--- config.mk ---
export PLATFORM = sky130hd
export DESIGN_NAME = fetch_stage
export DESIGN_NICKNAME = d
export VERILOG_FILES = /design/src/rtl/fetch_stage.sv
export SDC_FILE = /design/constraint.sdc
export NUM_CORES = 1
export LEC_CHECK = 0
export CORE_MARGIN = 3
export CORE_UTILIZATION = 46
export CTS_CLUSTER_SIZE = 16
export DETAILED_ROUTE_END_ITERATION = 10
export PLACE_DENSITY = 0.88
export SLEW_MARGIN = 10
export SYNTH_ARGS = -nofsm -noshare
export SYNTH_HDL_FRONTEND = slang
export SYNTH_SLANG_ARGS = --single-unit
--- constraint.sdc ---
create_clock -name clk -period 5.8 [get_ports clk]
set_input_delay 1.16 -clock clk [delete_from_list [all_inputs] [get_ports clk]]
set_output_delay 1.16 -clock clk [all_outputs]
set_load 0.02 [all_outputs]
--- src/rtl/fetch_stage.sv ---
// Instruction fetch front end: PC generation, synchronous imem addressing and the IF/EX register.
// One edge from address to imem_rdata, one more into IF/EX; stall_FETCH freezes PC and IF/EX, redirect inserts one bubble.
module fetch_stage (
  input  logic        clk,
  input  logic        rst,
  input  logic        stall_FETCH,
  input  logic        redirect,
  input  logic [31:0] redirect_pc,
  output logic [11:0] imem_addr,
  input  logic [31:0] imem_rdata,
  output logic [31:0] instr_EX,
  output logic [31:0] pc_EX,
  output logic [6:0]  opcode,
  output logic [2:0]  funct3,
  output logic [6:0]  funct7,
  output logic [11:0] csr,
  output logic        stall_EX,
  output logic [31:0] instret
);

  localparam logic [31:0] NOP = 32'h00000013;

  typedef enum logic {FILL, RUN} state_t;

  typedef struct packed {
    logic [31:0] instr;
    logic [31:0] pc;
    logic        bubble;
  } ifex_t;

  state_t      state;
  logic        fvalid;
  logic [31:0] pc_F;
  logic [31:0] pc_req;
  ifex_t       ifex;
  logic        unused_bits;

  // imem_rdata is only meaningful once the first address has been issued after reset
  assign fvalid = (state == RUN);

  always_comb begin
    pc_req = pc_F + 32'd4;
    if (redirect)
      pc_req = {redirect_pc[31:2], 2'b00};
    else if (!fvalid || stall_FETCH)
      pc_req = pc_F;
  end

  // Reset must win over a redirect still asserted on the input
  assign imem_addr = rst ? 12'd0 : pc_req[13:2];

  always_ff @(posedge clk or posedge rst) begin
    if (rst) begin
      state   <= FILL;
      pc_F    <= 32'd0;
      ifex    <= '{instr: NOP, pc: 32'd0, bubble: 1'b1};
      instret <= 32'd0;
    end else begin
      state <= RUN;
      pc_F  <= pc_req;
      // The instruction in EX retires even when it is the redirecting branch
      if (!ifex.bubble && !stall_FETCH)
        instret <= instret + 32'd1;
      if (redirect || !fvalid)
        ifex <= '{instr: NOP, pc: pc_F, bubble: 1'b1};
      else if (!stall_FETCH)
        ifex <= '{instr: imem_rdata, pc: pc_F, bubble: 1'b0};
    end
  end

  assign instr_EX = ifex.instr;
  assign pc_EX    = ifex.pc;
  assign stall_EX = ifex.bubble;

  assign opcode = ifex.instr[6:0];
  assign funct3 = ifex.instr[14:12];
  assign funct7 = ifex.instr[31:25];
  assign csr    = ifex.instr[31:20];

  assign unused_bits = ^{redirect_pc[1:0], pc_req[31:14], pc_req[1:0]};

endmodule

==> results.md, run 1 <==
* Outcome: complete, no violations
* Worst rel slew slack at 20.7%
* Detailed-router iteration count before antenna repair at 5
* Via count of the first global-routing pass at 4960
* CP startpoint kind: input pin
* Maximum clock frequency at 213 MHz
* Share of flip-flops with an asynchronous set or reset at 100%
* Count of placed standard cells in the final layout, fillers left out at 923
* Sequential cell area fraction in the yosys report at 53.7%
* Remaining antenna violation count at 0
* Power per standard cell area at 303 nW/um^2
* Crit end category: primary output
* Final cell area excluding filler cells at 8430 sq um
* Die boundary height at 119 um
* Clock latency of the later-clocked register in the worst-skew pair at 0.41 ns
* Synth Instances at 573
* Synthesis warning total at 0
* CTS tree: done
* Worst-case clock skew at 0.00821 ns
* Clock root cell: sky130_fd_sc_hd__clkbuf_16
* Detailed router's first-iteration violation count at 396
* Internal power of the cells at 1.88 mW
* Synthesized-area fraction occupied by and/or/nand/nor cells at 22.6%
* Post-synthesis to final-layout area growth at 43.4%
* End of the worst register-to-register path: instr_EX[21]
* Core area at 12300 sq um
* Cell types with the largest area share after synthesis: sky130_fd_sc_hd__dfrtp_1 52%, sky130_fd_sc_hd__nand2_1 8.9%, sky130_fd_sc_hd__xnor2_1 5.5%
* Clock buffer count from CTS at 17
* Routability-driven placement congestion ratio at 0.851
* Area of the die at 14200 sq um
* Routed wire length per instance at 17.1 um
* I/O pin count at 206
* Arrival @ worst endpoint at 3.52 ns
* Mean instance size in the synthesized netlist at 10.3 sq um
* Initial cell density of the core at 47.9%
* Post-CTS setup buffer count at 0
* Post-synth top flop: sky130_fd_sc_hd__dfrtp_1
* Proportion of total power due to net switching at 26.6%
* H-tree levels at 4
* Estimated wirelength of the detail-placed design at 11400 um
* Detailed-route via count at 4848
* First-pass GRT wire length at 25600 um
* Proportion of power drawn by flip-flops and latches at 40.2%
* Register-to-register path setup slack at 3.73 ns
* Via-to-Cell Ratio at 5.25
* Setup tns final at 0 ns
* Worst hold path class: reg2reg
* First element of the critical path: stall_FETCH
* Post-route DRC at 0
* Wire length after detailed routing at 15800 um
* Total overflow reported by the global router at 0
* Compound-cell area share of the yosys netlist at 8.07%
* Reg clk slew, reported paths at 0.06 ns
* Post-CTS Hold Fix Bufs at 0
* Floorplan row count at 40
* Nets@finish at 812
* Count of distinct cell types in the synthesized netlist at 52
* Share of layout cells above drive strength 1 at 7.95%
* Syn Std Cell Area at 5880 sq um
* Share of synthesized cell area in full adder, half adder and majority cells at 0.426%
* # clock sinks at 126
* Post-cts repair resize count at 0
* Endpoints failing hold at 0
* All-layer global routing usage at 22.4%
* Sw power at 0.680 mW
* Main combinational cell family by area after synthesis: simple AND/OR/NAND/NOR gates
* Port bufs at 201
* Number of antenna repair diodes at 0
* Required @ worst endpoint at 4.64 ns
* Cell taking the most area after synthesis: sky130_fd_sc_hd__dfrtp_1
* Total setup violations reported at the end of the flow at 0
* Worst hold stages at 2
* Post-synthesis share of cell area spent on xor and xnor gates at 8.35%
* Critical Path Sink: imem_addr[3]
* Peak supply drop at 0.000186 V
* Final critical-path required period at 4.68 ns
* Crit Reg-Reg Startpoint: fvalid
* Leakage dissipation at 3.64 nW
* Number of flops mapped to enable cells by yosys at 0
* Top cell type's share of synthesized area at 51.9%
* Comb power frac at 15.9%
* Total Power at 2.55 mW
* Die boundary width at 119 um
* Maximum number of pins on one net before global-route repair at 67
* Initial antenna violation count at 0
* Worst Max-Slew Pin Slew at 1.19 ns
* Maximum capacitance violations at 0
* Post-route fraction of the period consumed by the critical path at 80.8%
* CP Max Fanout at 14
* Placed cell count at 891
* #FFs+latches synth at 126
* Fraction of synthesized area in multiplexers at 0.745%
* Unrepaired setup endpoints after global routing: false
* Part of the power in the clock network at 43.9%
* Reg2Reg Depth at 3
* Cell area reported after detailed placement at 7800 sq um
* Category of the most critical setup path: in2out
* Max-slew violation count at 0
* Max Buffers Root-to-Sink at 2
-- routing by layer --
| metal | vias to the layer above | routed length (um) | track usage, % |
|---|---|---|---|
| li1 | 2273 | - | - |
| met1 | 2372 | 6350 | 26.5 |
| met2 | 188 | 8230 | 39.7 |
| met3 | 15 | 1010 | 6.03 |
| met4 | 0 | 169 | 6.73 |
| met5 | - | 0 | 0 |
-- critical path: stages --
cell and delay, ns:
sky130_fd_sc_hd__clkdlybuf4s50_1 0.40, sky130_fd_sc_hd__buf_4 0.18, sky130_fd_sc_hd__and2b_1 0.42, sky130_fd_sc_hd__nand3_1 0.15, sky130_fd_sc_hd__xor2_1 0.17, sky130_fd_sc_hd__o21ai_0 0.26
sky130_fd_sc_hd__and2_1 0.18, sky130_fd_sc_hd__clkdlybuf4s50_1 0.60
-- Yosys cell counts (2+ instances only) --
master                     instances
sky130_fd_sc_hd__nand2_1         140
sky130_fd_sc_hd__dfrtp_1         122
sky130_fd_sc_hd__xnor2_1          37
sky130_fd_sc_hd__buf_4            31
sky130_fd_sc_hd__a22o_1           30
sky130_fd_sc_hd__nand3_1          23
sky130_fd_sc_hd__nand4_1          19
sky130_fd_sc_hd__nor2_1           19
sky130_fd_sc_hd__xor2_1           19
sky130_fd_sc_hd__clkbuf_1         18
sky130_fd_sc_hd__and2_1           12
sky130_fd_sc_hd__and3_1           12
sky130_fd_sc_hd__o21ai_0          12
sky130_fd_sc_hd__o21ai_1           9
sky130_fd_sc_hd__and4_1            4
sky130_fd_sc_hd__buf_2             4
sky130_fd_sc_hd__dfstp_2           4
sky130_fd_sc_hd__nor3_1            4
sky130_fd_sc_hd__a21oi_1           3
sky130_fd_sc_hd__inv_1             3
sky130_fd_sc_hd__mux2_2            3
sky130_fd_sc_hd__nand4_2           3
sky130_fd_sc_hd__nor4_4            3
sky130_fd_sc_hd__o22a_1            3
sky130_fd_sc_hd__a211oi_1          2
sky130_fd_sc_hd__and2b_1           2
sky130_fd_sc_hd__buf_1             2
sky130_fd_sc_hd__conb_1            2
sky130_fd_sc_hd__ha_1              2
sky130_fd_sc_hd__nand2b_1          2
sky130_fd_sc_hd__nand4b_1          2
sky130_fd_sc_hd__nor4_2            2
-- power by group through the flow --
stage	Sequential, mW	Clock [mW]	Combinational [mW]
2_1_floorplan	1.08	0	0.151
3_3_place_gp	1.03	0	0.396
3_5_place_dp	1.04	0	0.409
4_1_cts	1.03	1.14	0.412
5_1_grt	1.04	1.18	0.434
6_report	1.03	1.12	0.406
-- sequential cells by signal, summed over array words and instances (netlist names) --
signal / count
pc_EX: 30
fvalid: 1
stall_EX: 1
instr_EX: 32
instret: 32
pc_F: 30
-- cell families after synthesis --
family	after synthesis
xor+xnor	56
fa+ha+maj	2
mux	4
flops	126
simple gates	259
buf+inv	59
compound gates	65
other cells	2
-- per-stage QoR --
stage	hold WS (ns)	utilization [%]	setup WS [ns]
5_1_grt	0.485	68.7	0.984
4_1_cts	0.469	68.7	1.09
3_5_place_dp	0.459	63.6	1.12
3_3_place_gp	0.452	63.6	1.18
2_1_floorplan	0.470	-	0.311
6_report	0.466	68.7	1.12
-- layout make-up --
| class | count | area (sq um) |
|---|---|---|
| clock buffer | 18 | 439 |
| clock inverter | 14 | 191 |
| fill | 912 | 3830 |
| inverter | 3 | 13.8 |
| multi-input combinational | 389 | 2370 |
| sequential | 126 | 3160 |
| tap | 168 | 210 |
| timing repair buffer | 205 | 2040 |
-- worst min-delay path by stage --
stage                  endpoint   startpoint
floorplan             pc_EX[31]     pc_F[31]
global placement       pc_EX[7]     pc_EX[7]
detailed placement    pc_EX[30]    pc_EX[30]
CTS                   pc_EX[29]    pc_EX[29]
global route        instret[31]  instret[31]
finish                pc_EX[29]    pc_EX[29]
-- cell usage in the layout (no fill, tap or decap), drive strengths merged, types with 2 or more instances in the layout --
cell,synthesis,routed
nand4b,2,2
clkinvlp,0,7
nand3,24,24
a21oi,3,3
xor2,19,19
nand2,140,140
and4,4,4
o21ai,21,21
and2b,2,2
ha,2,2
and2,12,12
inv,3,4
a22o,30,30
nand2b,2,2
clkbuf,18,18
nand4,22,22
buf,38,4
a211oi,2,2
conb,2,3
bufinv,0,4
nor2,21,21
o22a,3,3
mux2,3,3
clkdlybuf4s50,0,201
xnor2,37,37
dfstp,4,4
dfrtp,122,122
nor4,6,6
clkinv,0,2
and3,12,12
nor3,5,5
(Power assumes the default switching activity.)
==> run 2: changes to the inputs <==
--- a/config.mk
+++ b/config.mk
@@ -6,10 +6,10 @@
 export NUM_CORES = 1
 export LEC_CHECK = 0
 export CORE_MARGIN = 3
-export CORE_UTILIZATION = 46
+export CORE_UTILIZATION = 41
 export CTS_CLUSTER_SIZE = 16
 export DETAILED_ROUTE_END_ITERATION = 10
-export PLACE_DENSITY = 0.88
+export PLACE_DENSITY = 0.84
 export SLEW_MARGIN = 10
 export SYNTH_ARGS = -nofsm -noshare
 export SYNTH_HDL_FRONTEND = slang
==> constraint.sdc (replaced) <==
create_clock -name clk -period 4 [get_ports clk]
set_input_delay 0.8 -clock clk [delete_from_list [all_inputs] [get_ports clk]]
set_output_delay 0.8 -clock clk [all_outputs]
set_load 0.02 [all_outputs]
==> results.md, run 2 (synthesis results as in run 1) <==
* Crit end category: primary output
* Post-route fraction of the period consumed by the critical path at 93.1%
* Worst Max-Slew Pin Slew at 1.08 ns
* Estimated wirelength of the detail-placed design at 11500 um
* Peak supply drop at 0.000260 V
* Routed wire length per instance at 16.6 um
* Initial cell density of the core at 42.2%
* Most common cell after layout, fill and taps aside: sky130_fd_sc_hd__clkdlybuf4s50_1
* Max Buffers Root-to-Sink at 2
* Port bufs at 201
* Power per standard cell area at 428 nW/um^2
* Final cell area excluding filler cells at 8450 sq um
* Clock latency of the later-clocked register in the worst-skew pair at 0.42 ns
* Count of placed standard cells in the final layout, fillers left out at 941
* Area of the die at 15800 sq um
* Total overflow reported by the global router at 0
* Die boundary width at 126 um
* Maximum number of pins on one net before global-route repair at 77
* Share of layout cells above drive strength 1 at 8.28%
* Fillcell total at 1131
* End of the worst register-to-register path: pc_F[20]
* Category of the most critical setup path: in2out
* Floorplan row count at 43
* Clock buffer count from CTS at 17
* Most used cell along the critical path: sky130_fd_sc_hd__clkdlybuf4s50_1
* Maximum capacitance violations at 0
* Post-CTS setup buffer count at 0
* CP Max Fanout at 13
* Worst hold stages at 2
* Core area at 13900 sq um
* Routability-driven placement congestion ratio at 0.786
* Source of the worst hold timing path: pc_EX[29]
* Arrival @ worst endpoint at 2.92 ns
* Cell area reported after detailed placement at 7860 sq um
* Detailed router's first-iteration violation count at 219
* Setup tns final at 0 ns
* Placed cell count at 909
* Cells traversed along the worst timing path: clkdlybuf4s50_1 -> buf_4 -> nand4b_1 -> nor3_1 -> xnor2_1 -> o21ai_0 -> and2_1 -> clkdlybuf4s50_1
* Hold endpoint: pc_EX[29]
* Worst hold path class: reg2reg
* Detailed-router iteration count before antenna repair at 4
* Max stage delay cell, worst path: sky130_fd_sc_hd__clkdlybuf4s50_1
* Post-CTS Hold Fix Bufs at 0
* Crit Reg-Reg Startpoint: pc_F[10]
* Maximum clock frequency at 269 MHz
* Die boundary height at 126 um
* Worst path max stage delay at 0.61 ns
* All-layer global routing usage at 20.3%
* Required @ worst endpoint at 3.20 ns
* Reg clk slew, reported paths at 0.05 ns
* H-tree levels at 4
* Via count of the first global-routing pass at 4938
* Max-slew violation count at 0
* First-pass GRT wire length at 25400 um
* Post-synthesis to final-layout area growth at 43.8%
* Post-route DRC at 0
* Endpoints failing hold at 0
* Worst-case clock skew at 0.0101 ns
* Remaining antenna violation count at 0
* Outcome: complete, no violations
* Total setup violations reported at the end of the flow at 0
* Final critical-path required period at 3.72 ns
* Most frequent cells in the layout: 201 x sky130_fd_sc_hd__clkdlybuf4s50_1, 140 x sky130_fd_sc_hd__nand2_1, 122 x sky130_fd_sc_hd__dfrtp_1
* Unrepaired setup endpoints after global routing: false
* I/O pin count at 206
* Post-cts repair resize count at 0
* Leakage dissipation at 3.66 nW
* Worst rel slew slack at 27.9%
* Total Power at 3.62 mW
* # clock sinks at 126
* Clock root cell: sky130_fd_sc_hd__clkbuf_16
* Reg2Reg Depth at 5
* Initial antenna violation count at 0
* Detailed-route via count at 4835
* Register-to-register path setup slack at 1.99 ns
* Number of antenna repair diodes at 0
* Wire length after detailed routing at 15600 um
* Via-to-Cell Ratio at 5.14
* CP startpoint kind: input pin
* CTS tree: done
* Nets@finish at 818
run 2: how the worst max path moves through the flow:
stage                     start            end  cells past startpoint
floorplan                   rst   imem_addr[0]                      2
finish              stall_FETCH   imem_addr[7]                      8
CTS                 stall_FETCH   imem_addr[7]                      8
detailed placement  stall_FETCH   imem_addr[7]                      8
global route        stall_FETCH   imem_addr[7]                      8
global placement    stall_FETCH  imem_addr[10]                      7
run 2: through the flow:
stage	utilization, %	hold WS [ns]	worst slack, ns
final	60.6	0.461	0.277
after global routing	60.6	0.496	0.0161
after CTS	60.6	0.468	0.258
after detailed placement	56.4	0.455	0.290
after global placement	56.4	0.452	0.330
after floorplan	-	0.470	0.0394
run 2: worst max-delay path: cells and delay by family:
family | cells | cell delay [ns]
and+or+nand+nor | 3 | 0.62
AOI/OAI and AO/OA | 1 | 0.19
buffers and inverters | 3 | 1.21
xor gates and xnor gates | 1 | 0.10
run 2: area by class of cell:
class	count	area [sq um]	area share, %
flip-flops and latches	126	3160	37.4
multi-input cells	389	2370	28.1
repair buffers	211	2090	24.7
clock buffers	21	450	5.33
well taps	180	225	2.67
clock inverters	11	141	1.67
inverters	3	15.0	0.178
run 2: routing by layer:
metal | GRT usage (%) | vias up | wire length, um
li1 | - | 2285 | -
met5 | 0 | - | 0
met3 | 5.89 | 30 | 1130
met1 | 23.8 | 2324 | 6220
met2 | 35.4 | 196 | 7910
met4 | 7.59 | 0 | 368
run 2: power breakdown:
part	leakage, nW	switching (mW)	internal (mW)
sequential	1.61	0.110	1.38
combinational	1.77	0.294	0.289
clock	0.283	0.555	0.991
==> run 3: changes to the inputs <==
--- a/config.mk
+++ b/config.mk
@@ -5,11 +5,12 @@
 export SDC_FILE = /design/constraint.sdc
 export NUM_CORES = 1
 export LEC_CHECK = 0
+export ABC_CLOCK_PERIOD_IN_PS = 4000
 export CORE_MARGIN = 3
 export CORE_UTILIZATION = 41
 export CTS_CLUSTER_SIZE = 16
 export DETAILED_ROUTE_END_ITERATION = 10
-export PLACE_DENSITY = 0.84
+export PLACE_DENSITY = 0.77
 export SLEW_MARGIN = 10
 export SYNTH_ARGS = -nofsm -noshare
 export SYNTH_HDL_FRONTEND = slang
==> results.md, run 3 (synthesis results as in run 1) <==
* Outcome: complete, no violations
* Leakage dissipation at 3.69 nW
* Final core occ at 61.1%
* Maximum capacitance violations at 0
* Port bufs at 201
* Maximum clock frequency at 263 MHz
* Total Power at 3.76 mW
* Max Buffers Root-to-Sink at 2
* Required @ worst endpoint at 3.20 ns
* Endpoints failing hold at 0
* Crit end category: primary output
* Post-CTS setup buffer count at 0
* Placed cell count at 909
* Floorplan row count at 43
* Detailed router's first-iteration violation count at 308
* Clock latency of the later-clocked register in the worst-skew pair at 0.42 ns
* Share of layout cells above drive strength 1 at 8.28%
* Cell area reported after detailed placement at 7860 sq um
* Number of antenna repair diodes at 0
* Post-route DRC at 0
* Pre-CTS worst setup slack at 0.216 ns
* Via count of the first global-routing pass at 4786
* Core area at 13900 sq um
* Reg clk slew, reported paths at 0.05 ns
* All-layer global routing usage at 19.6%
* Initial cell density of the core at 42.2%
* Estimated wirelength of the detail-placed design at 10900 um
* Die boundary width at 126 um
* Post-CTS Hold Fix Bufs at 0
* Total overflow reported by the global router at 0
* Worst-case clock skew at 0.00670 ns
* CTS tree: done
* CP Max Fanout at 6
* Setup tns final at 0 ns
* I/O pin count at 206
* Detailed-router iteration count before antenna repair at 4
* Remaining antenna violation count at 0
* Clock buffer count from CTS at 17
* Final cell area excluding filler cells at 8510 sq um
* Final Worst Setup Slack at 0.197 ns
* Unrepaired setup endpoints after global routing: false
* Final critical-path required period at 3.80 ns
* CP startpoint kind: input pin
* Sequential cell area at 3160 sq um
* Count of placed standard cells in the final layout, fillers left out at 941
* Worst rel slew slack at 34.0%
* Routability-driven placement congestion ratio at 0.871
* Post-route fraction of the period consumed by the critical path at 95.1%
* Most common cell after layout, fill and taps aside: sky130_fd_sc_hd__clkdlybuf4s50_1
* Post-cts repair resize count at 0
* Clock root cell: sky130_fd_sc_hd__clkbuf_16
* Maximum number of pins on one net before global-route repair at 81
* Arrival @ worst endpoint at 3.00 ns
* Initial antenna violation count at 0
* Most frequent cells in the layout: 201 x sky130_fd_sc_hd__clkdlybuf4s50_1, 140 x sky130_fd_sc_hd__nand2_1, 122 x sky130_fd_sc_hd__dfrtp_1
* Footprint of the multi-input gates at 2370 sq um
* First-pass GRT wire length at 24900 um
* Total setup violations reported at the end of the flow at 0
* Max-slew violation count at 0
* Nets@finish at 818
* # clock sinks at 126
* Worst hold path class: reg2reg
* Detailed-route via count at 4782
* Area of the die at 15800 sq um
* Via-to-Cell Ratio at 5.08
* Category of the most critical setup path: in2out
* Worst Max-Slew Pin Slew at 0.990 ns
* Routed wire length per instance at 16.1 um
* Wire length after detailed routing at 15200 um
* Post-synthesis to final-layout area growth at 44.8%
* Peak supply drop at 0.000273 V
* Power per standard cell area at 442 nW/um^2
* Die boundary height at 126 um
* Fillcell total at 1136
* Smallest hold slack at 0.461 ns
* H-tree levels at 4
[run 3: changes by cell type in the layout (fill, tap and decap cells not counted)]
cell	delta
sky130_fd_sc_hd__bufinv_16	+2
sky130_fd_sc_hd__clkinvlp_4	-2
sky130_fd_sc_hd__clkinv_2	-2
sky130_fd_sc_hd__clkinv_4	+1
sky130_fd_sc_hd__clkbuf_8	+1
[run 3: cell type report]
class                      instances  area share (%)
sequential                       126            37.1
clock inverter                    10            2.18
clock buffer                      22            5.46
tap                              180            2.65
multi-input combinational        389            27.9
inverter                           3           0.176
timing repair buffer             211            24.5
[run 3: layer usage]
metal | vias up | GRT usage, % | part of all wire (%) | routed length (um)
met2 | 186 | 32.4 | 50 | 7510
met5 | - | 0 | 0 | 0
li1 | 2276 | - | - | -
met1 | 2303 | 24.9 | 42 | 6400
met3 | 17 | 5.94 | 6.8 | 1030
met4 | 0 | 6.25 | 1.4 | 219
[run 3: path summary, 6_finish.rpt]
| kind | end | slack, ns | start | depth (start not counted) |
|---|---|---|---|---|
| max in group asynchronous | instr_EX[5] | 2.02 | rst | 3 |
| worst min-delay path | pc_EX[31] | 0.46 | pc_EX[31] | 2 |
| worst max register to register | pc_F[22] | 1.98 | pc_F[10] | 5 |
| worst min register to register | pc_EX[31] | 0.46 | pc_EX[31] | 2 |
| worst max-delay path | imem_addr[10] | 0.20 | stall_FETCH | 7 |
| min in group asynchronous | pc_EX[7] | 0.75 | rst | 2 |
[run 3: worst max-delay path: stages]
cell	delay, ns
sky130_fd_sc_hd__clkdlybuf4s50_1	0.50
sky130_fd_sc_hd__and4b_1	0.42
sky130_fd_sc_hd__nand2_1	0.14
sky130_fd_sc_hd__nor2_1	0.15
sky130_fd_sc_hd__xnor2_1	0.10
sky130_fd_sc_hd__a211oi_1	0.25
sky130_fd_sc_hd__clkdlybuf4s50_1	0.64
[run 3: power by group]
| part | internal (mW) | switching, mW |
|---|---|---|
| combinational | 0.289 | 0.295 |
| sequential | 1.38 | 0.110 |
| clock | 1.14 | 0.550 |
